==> config.mk <==
export PLATFORM = sky130hd
export DESIGN_NAME = basis_list_sequencer
export DESIGN_NICKNAME = d
export VERILOG_FILES = /design/src/rtl/basis_seq_pkg.sv /design/src/rtl/basis_pass_counter.sv /design/src/rtl/basis_list_sequencer.sv
export SDC_FILE = /design/constraint.sdc
export NUM_CORES = 1
export LEC_CHECK = 0
export CORE_MARGIN = 1.5
export CORE_UTILIZATION = 42
export DETAILED_ROUTE_END_ITERATION = 16
export GPL_TIMING_DRIVEN = 0
export PLACE_DENSITY = 0.82
export SYNTH_ARGS = -nofsm -noshare
export SYNTH_HDL_FRONTEND = slang
export SYNTH_HIERARCHICAL = 1
export SYNTH_SLANG_ARGS = --single-unit
==> constraint.sdc <==
create_clock -name clk -period 4 [get_ports clk]
set_input_delay 0.8 -clock clk [delete_from_list [all_inputs] [get_ports clk]]
set_output_delay 0.8 -clock clk [all_outputs]
set_load 0.005 [all_outputs]
==> src/rtl/basis_seq_pkg.sv <==
// Shared gate-type codes, FSM state encoding and list-depth helper for the
// basis-index list sequencer.
package basis_seq_pkg;

  localparam logic [2:0] GATE_H       = 3'd0;
  localparam logic [2:0] GATE_PHASE   = 3'd1;
  localparam logic [2:0] GATE_CNOT    = 3'd2;
  localparam logic [2:0] GATE_MEAS    = 3'd3;
  localparam logic [2:0] GATE_CPS     = 3'd4;
  localparam logic [2:0] GATE_TOFFOLI = 3'd5;

  typedef enum logic [1:0] {
    ST_IDLE = 2'd0,
    ST_RUN  = 2'd1,
    ST_DONE = 2'd2
  } seq_state_t;

  function automatic int unsigned list_depth(input int unsigned nq);
    return 32'd1 << nq;
  endfunction

endpackage

==> src/rtl/basis_pass_counter.sv <==
// Per-pass strobe counter: synchronous clear, count enable, and a terminal
// flag for the last entry of a 2**NUM_QUBIT deep list.
module basis_pass_counter
  import basis_seq_pkg::*;
#(
  parameter int unsigned NUM_QUBIT = 4
) (
  input  logic clk,
  input  logic rst,
  input  logic i_clear,
  input  logic i_enable,
  output logic o_terminal
);

  localparam int unsigned CW = NUM_QUBIT + 1;
  localparam logic [CW-1:0] LAST = CW'(list_depth(NUM_QUBIT) - 1);

  logic [CW-1:0] r_count;

  always_ff @(posedge clk or posedge rst) begin
    if (rst) begin
      r_count <= '0;
    end else if (i_clear) begin
      r_count <= '0;
    end else if (i_enable) begin
      r_count <= r_count + CW'(1);
    end
  end

  assign o_terminal = (r_count == LAST);

endmodule

==> src/rtl/basis_list_sequencer.sv <==
// Command-driven pass sequencer: one strobe per list entry per accepted gate.
// Optional stall input enabled by defining BASIS_SEQ_STALL_EN.
module basis_list_sequencer
  import basis_seq_pkg::*;
#(
  parameter int unsigned num_qubit = 4
) (
  input  logic        clk,
  input  logic        rst,
  input  logic        cmd_valid,
  output logic        cmd_ready,
  input  logic [2:0]  cmd_gate_type,
  input  logic [31:0] cmd_qubit_pos,
  input  logic [31:0] cmd_qubit_pos2,
  input  logic [31:0] cmd_qubit_pos_ahead,
  input  logic        cmd_reload,
`ifdef BASIS_SEQ_STALL_EN
  input  logic        stall,
`endif
  output logic [2:0]  gate_type_norm,
  output logic [31:0] qubit_pos_norm,
  output logic [31:0] qubit_pos2_norm,
  output logic [31:0] qubit_pos_ahead,
  output logic        ld_basis_index_in,
  output logic        rotateLeft_stabilizer_basis2,
  output logic        busy,
  output logic        done,
  output logic        err
);

  localparam logic [31:0] NQ = 32'(num_qubit);

  seq_state_t r_state, w_state_nx;
  logic       r_strobe, w_strobe_nx;
  logic       r_reload, r_err;
  logic       w_accept, w_bad, w_two_qubit, w_terminal, w_stall;

`ifdef BASIS_SEQ_STALL_EN
  assign w_stall = stall;
`else
  assign w_stall = 1'b0;
`endif

  assign w_two_qubit = (cmd_gate_type == GATE_CNOT) || (cmd_gate_type == GATE_TOFFOLI);
  assign w_bad = (cmd_gate_type > GATE_TOFFOLI) || (cmd_qubit_pos >= NQ) ||
                 (cmd_qubit_pos_ahead >= NQ) ||
                 (w_two_qubit && ((cmd_qubit_pos2 >= NQ) || (cmd_qubit_pos2 == cmd_qubit_pos)));

  basis_pass_counter #(.NUM_QUBIT(num_qubit)) u_cnt (
    .clk        (clk),
    .rst        (rst),
    .i_clear    (w_accept),
    .i_enable   (r_strobe),
    .o_terminal (w_terminal)
  );

  // Strobe is registered: stall seen in one RUN cycle suppresses the next strobe.
  always_comb begin
    w_state_nx  = r_state;
    w_strobe_nx = 1'b0;
    w_accept    = 1'b0;
    unique case (r_state)
      ST_IDLE: begin
        if (cmd_valid) begin
          w_accept = 1'b1;
          if (w_bad) begin
            w_state_nx = ST_DONE;
          end else begin
            w_state_nx  = ST_RUN;
            w_strobe_nx = 1'b1;
          end
        end
      end
      ST_RUN: begin
        if (r_strobe && w_terminal) w_state_nx = ST_DONE;
        else                        w_strobe_nx = ~w_stall;
      end
      ST_DONE: w_state_nx = ST_IDLE;
      default: w_state_nx = ST_IDLE;
    endcase
  end

  always_ff @(posedge clk or posedge rst) begin
    if (rst) begin
      r_state         <= ST_IDLE;
      r_strobe        <= 1'b0;
      r_reload        <= 1'b0;
      r_err           <= 1'b0;
      gate_type_norm  <= '0;
      qubit_pos_norm  <= '0;
      qubit_pos2_norm <= '0;
      qubit_pos_ahead <= '0;
    end else begin
      r_state  <= w_state_nx;
      r_strobe <= w_strobe_nx;
      r_err    <= w_accept & w_bad;
      if (w_accept) begin
        r_reload        <= cmd_reload;
        gate_type_norm  <= cmd_gate_type;
        qubit_pos_norm  <= cmd_qubit_pos;
        qubit_pos2_norm <= cmd_qubit_pos2;
        qubit_pos_ahead <= cmd_qubit_pos_ahead;
      end
    end
  end

  assign cmd_ready                    = (r_state == ST_IDLE);
  assign busy                         = (r_state != ST_IDLE);
  assign done                         = (r_state == ST_DONE);
  assign err                          = r_err;
  assign ld_basis_index_in            = r_strobe & r_reload;
  assign rotateLeft_stabilizer_basis2 = r_strobe & ~r_reload;

endmodule

==> qor.csv <==
metric,value,unit
outcome,"finished, final reports clean",
die width,110,um
Final Hold Fails,0,
pin count of the biggest net entering global routing,60,
Syn-to-layout area delta,53.6,%
number of synthesized flops with an enable pin,0,
critical path endpoint category,register,
Commonest cells post-synth,"310 x nand2_1, 109 x dfrtp_1, 32 x xor2_1, 31 x nor4_1, 10 x buf_2",
final worst path period share,59.5,%
FF-to-FF End,u_cnt/r_count[3],
Worst Path Arrival,2610,ps
# DRC,0,
FF-to-FF Start,r_state[0],
"Distinct cells, synth",33,
CTS tree,yes,
initial antenna violation count,0,
Mapped Cells,549,
pre-CTS setup slack,1270,ps
core footprint,0.0110,mm2
Post-Route Utilization,66.8,%
Synth Flop Type,dfrtp_1,
type of origin of the critical path,primary input,
"area leader, netlist",dfrtp_1,
grt ovf,0,
Area after DPL,0.00705,mm2
global-route wire length before repair,23600,um
hold crit path type,reg2reg,
Post-Syn Area,0.00478,mm2
hold depth,2,
"count leader, synth",nand2_1,
critical path peak fanout,4,
Hold Worst Slack,477,ps
Rows,38,
crit path cell chain,"clkdlybuf4s50_1, xor2_1, nor4_1, nand4_1, nor2_1, o32a_1, o31a_1",
Synth Area per Inst,8.70,um2
vias per cell,5.08,
antenna-violating nets left,0,
area share of the largest cell type after synthesis,57.1,%
Clock Latency Late Sink,350,ps
Clock Skew,3.35,ps
Pwr Density,391,mW/mm2
CTS root buf,clkbuf_16,
total track usage,26.4,%
Initial Util,43.5,%
1st-iter DRT viols,308,
yosys warns,6,
placed wire-length estimate,12100,um
DR pass1 iterations,5,
"top cells by area, synth","dfrtp_1 57%, nand2_1 24%, xor2_1 5.9%, nor4_1 4.1%, buf_2 1.0%",
hold path endpoint,qubit_pos2_norm[25],
CP required,4230,ps
R2R depth,6,
r2r setup slk,1850,ps
gp weighted congestion,0.874,
layout cells sized above 1,3.63,%
critical path type,in2reg,
setup bufs post-CTS,0,
Slew headroom,55.3,%
antenna diode count,0,
final layout net count,873,
RSZ-0062 raised after global routing,false,
CTS resizes,0,
die height,110,um
DR vias,4631,
vias in the first global route,4671,
post-synthesis sequential area ratio,57.1,%
Final Max Tran Viols,0,
Least-Margin Pin Slew,671,ps
CTS Sinks,109,
maxcap violations,0,
IO buf count,207,
setup TNS,0,ps
peak supply drop,0.000223,V
fmax,420,MHz
CTS buffer count,9,
Setup-failing EPs final,0,
WL/cell,16.9,um
io pins,208,
Routed WL,15400,um
"FF+latch count, synth",109,
fin area,0.00734,mm2
Tmin final,2380,ps
final worst slack,1620,ps
Leakage,3.52,nW
syn nets,654,
die area,0.0120,mm2
H-tree levels,3,
Max clock buf depth,2,
hold path start,qubit_pos2_norm[25],
clock-pin slew on the worst setup and hold paths,70,ps
hold_buf cts,0,
ys async rst share,100,%
"slowest stage delay, CP",530,ps
Slowest cell on crit path,clkdlybuf4s50_1,
## worst max-delay path: cells and delay by family
kind | cells | cell delay (ps)
AO/OA/AOI/OAI | 2 | 700
buffers and inverters | 1 | 530
XOR/XNOR | 1 | 300
AND/OR/NAND/NOR | 3 | 270
## through the flow
step / total power [mW] / cells
after floorplan: 1.53 / 549
after global placement: 2.00 / 896
after detailed placement: 2.02 / 897
after CTS: 2.89 / 912
after global routing: 3.01 / 912
final: 2.87 / 912
## final cells by class
cell class / instances / area, um2
Inverter: 5 / 21.3
Buffer: 23 / 106
Timing Repair Buffer: 208 / 2100
Tap cell: 140 / 175
Sequential cell: 109 / 2730
Clock buffer: 12 / 236
Fill cell: 913 / 3640
Multi-Input combinational cell: 412 / 1920
Clock inverter: 3 / 47.5
## worst max-delay path by stage
stage,start,slack (ps),to,cells past startpoint
2_1_floorplan,rst,470,err,1
3_3_place_gp,rst,-1000,qubit_pos2_norm[28],2
3_5_place_dp,cmd_valid,1270,u_cnt/r_count[3],6
4_1_cts,cmd_valid,1640,u_cnt/r_count[3],6
5_1_grt,cmd_qubit_pos_ahead[4],1500,r_state[1],6
6_report,cmd_qubit_pos2[25],1620,r_state[1],7
## cell usage in the layout (no fill, tap or decap), drive strengths merged, types with 2 or more instances in the layout
| master | Yosys | layout |
|---|---|---|
| ha | 2 | 2 |
| nand4 | 6 | 6 |
| clkinv | 0 | 2 |
| inv | 5 | 5 |
| xor2 | 32 | 32 |
| clkdlybuf4s50 | 0 | 207 |
| nor2b | 2 | 2 |
| buf | 16 | 17 |
| a21oi | 2 | 2 |
| nor4 | 31 | 31 |
| nand2 | 310 | 310 |
| nor2 | 7 | 7 |
| nand3b | 2 | 2 |
| dfrtp | 109 | 109 |
| o31ai | 2 | 2 |
| clkbuf | 7 | 19 |
## state kept, by name, indices dropped and copies added, names as in the netlist
signal / cells
gate_type_norm: 3
r_strobe: 1
r_reload: 1
qubit_pos_norm: 32
u_cnt/r_count: 5
err: 1
r_state: 2
qubit_pos_ahead: 32
qubit_pos2_norm: 32
## where the power goes
group	internal, mW	total, mW	switching [mW]
logic	0.394	0.690	0.297
registers	1.24	1.31	0.0746
clock network	0.485	0.866	0.381
## logic make-up (layout without fill, tap and decap cells)
kind of cell               after synthesis  in the layout  share of synthesized area (%)
DFF                                    109            109                           57.1
muxes                                    2              2                          0.524
and+or+nand+nor                        366            366                           31.7
AOI/OAI and AO/OA                        9              9                           1.44
adders and majority gates                2              2                          0.524
xor gates and xnor gates                33             33                           6.05
buffers and inverters                   28            251                           2.62
## metal layers
metal,track usage (%),part of all wire [%],wire [um],vias up
li1,-,-,-,2182
met5,0,0,0,-
met1,33.6,41,6270,2206
met4,10.7,2.7,411,0
met3,5.69,8.7,1330,28
met2,43.7,48,7380,215
Note: power is estimated with default switching activity, not from simulation.
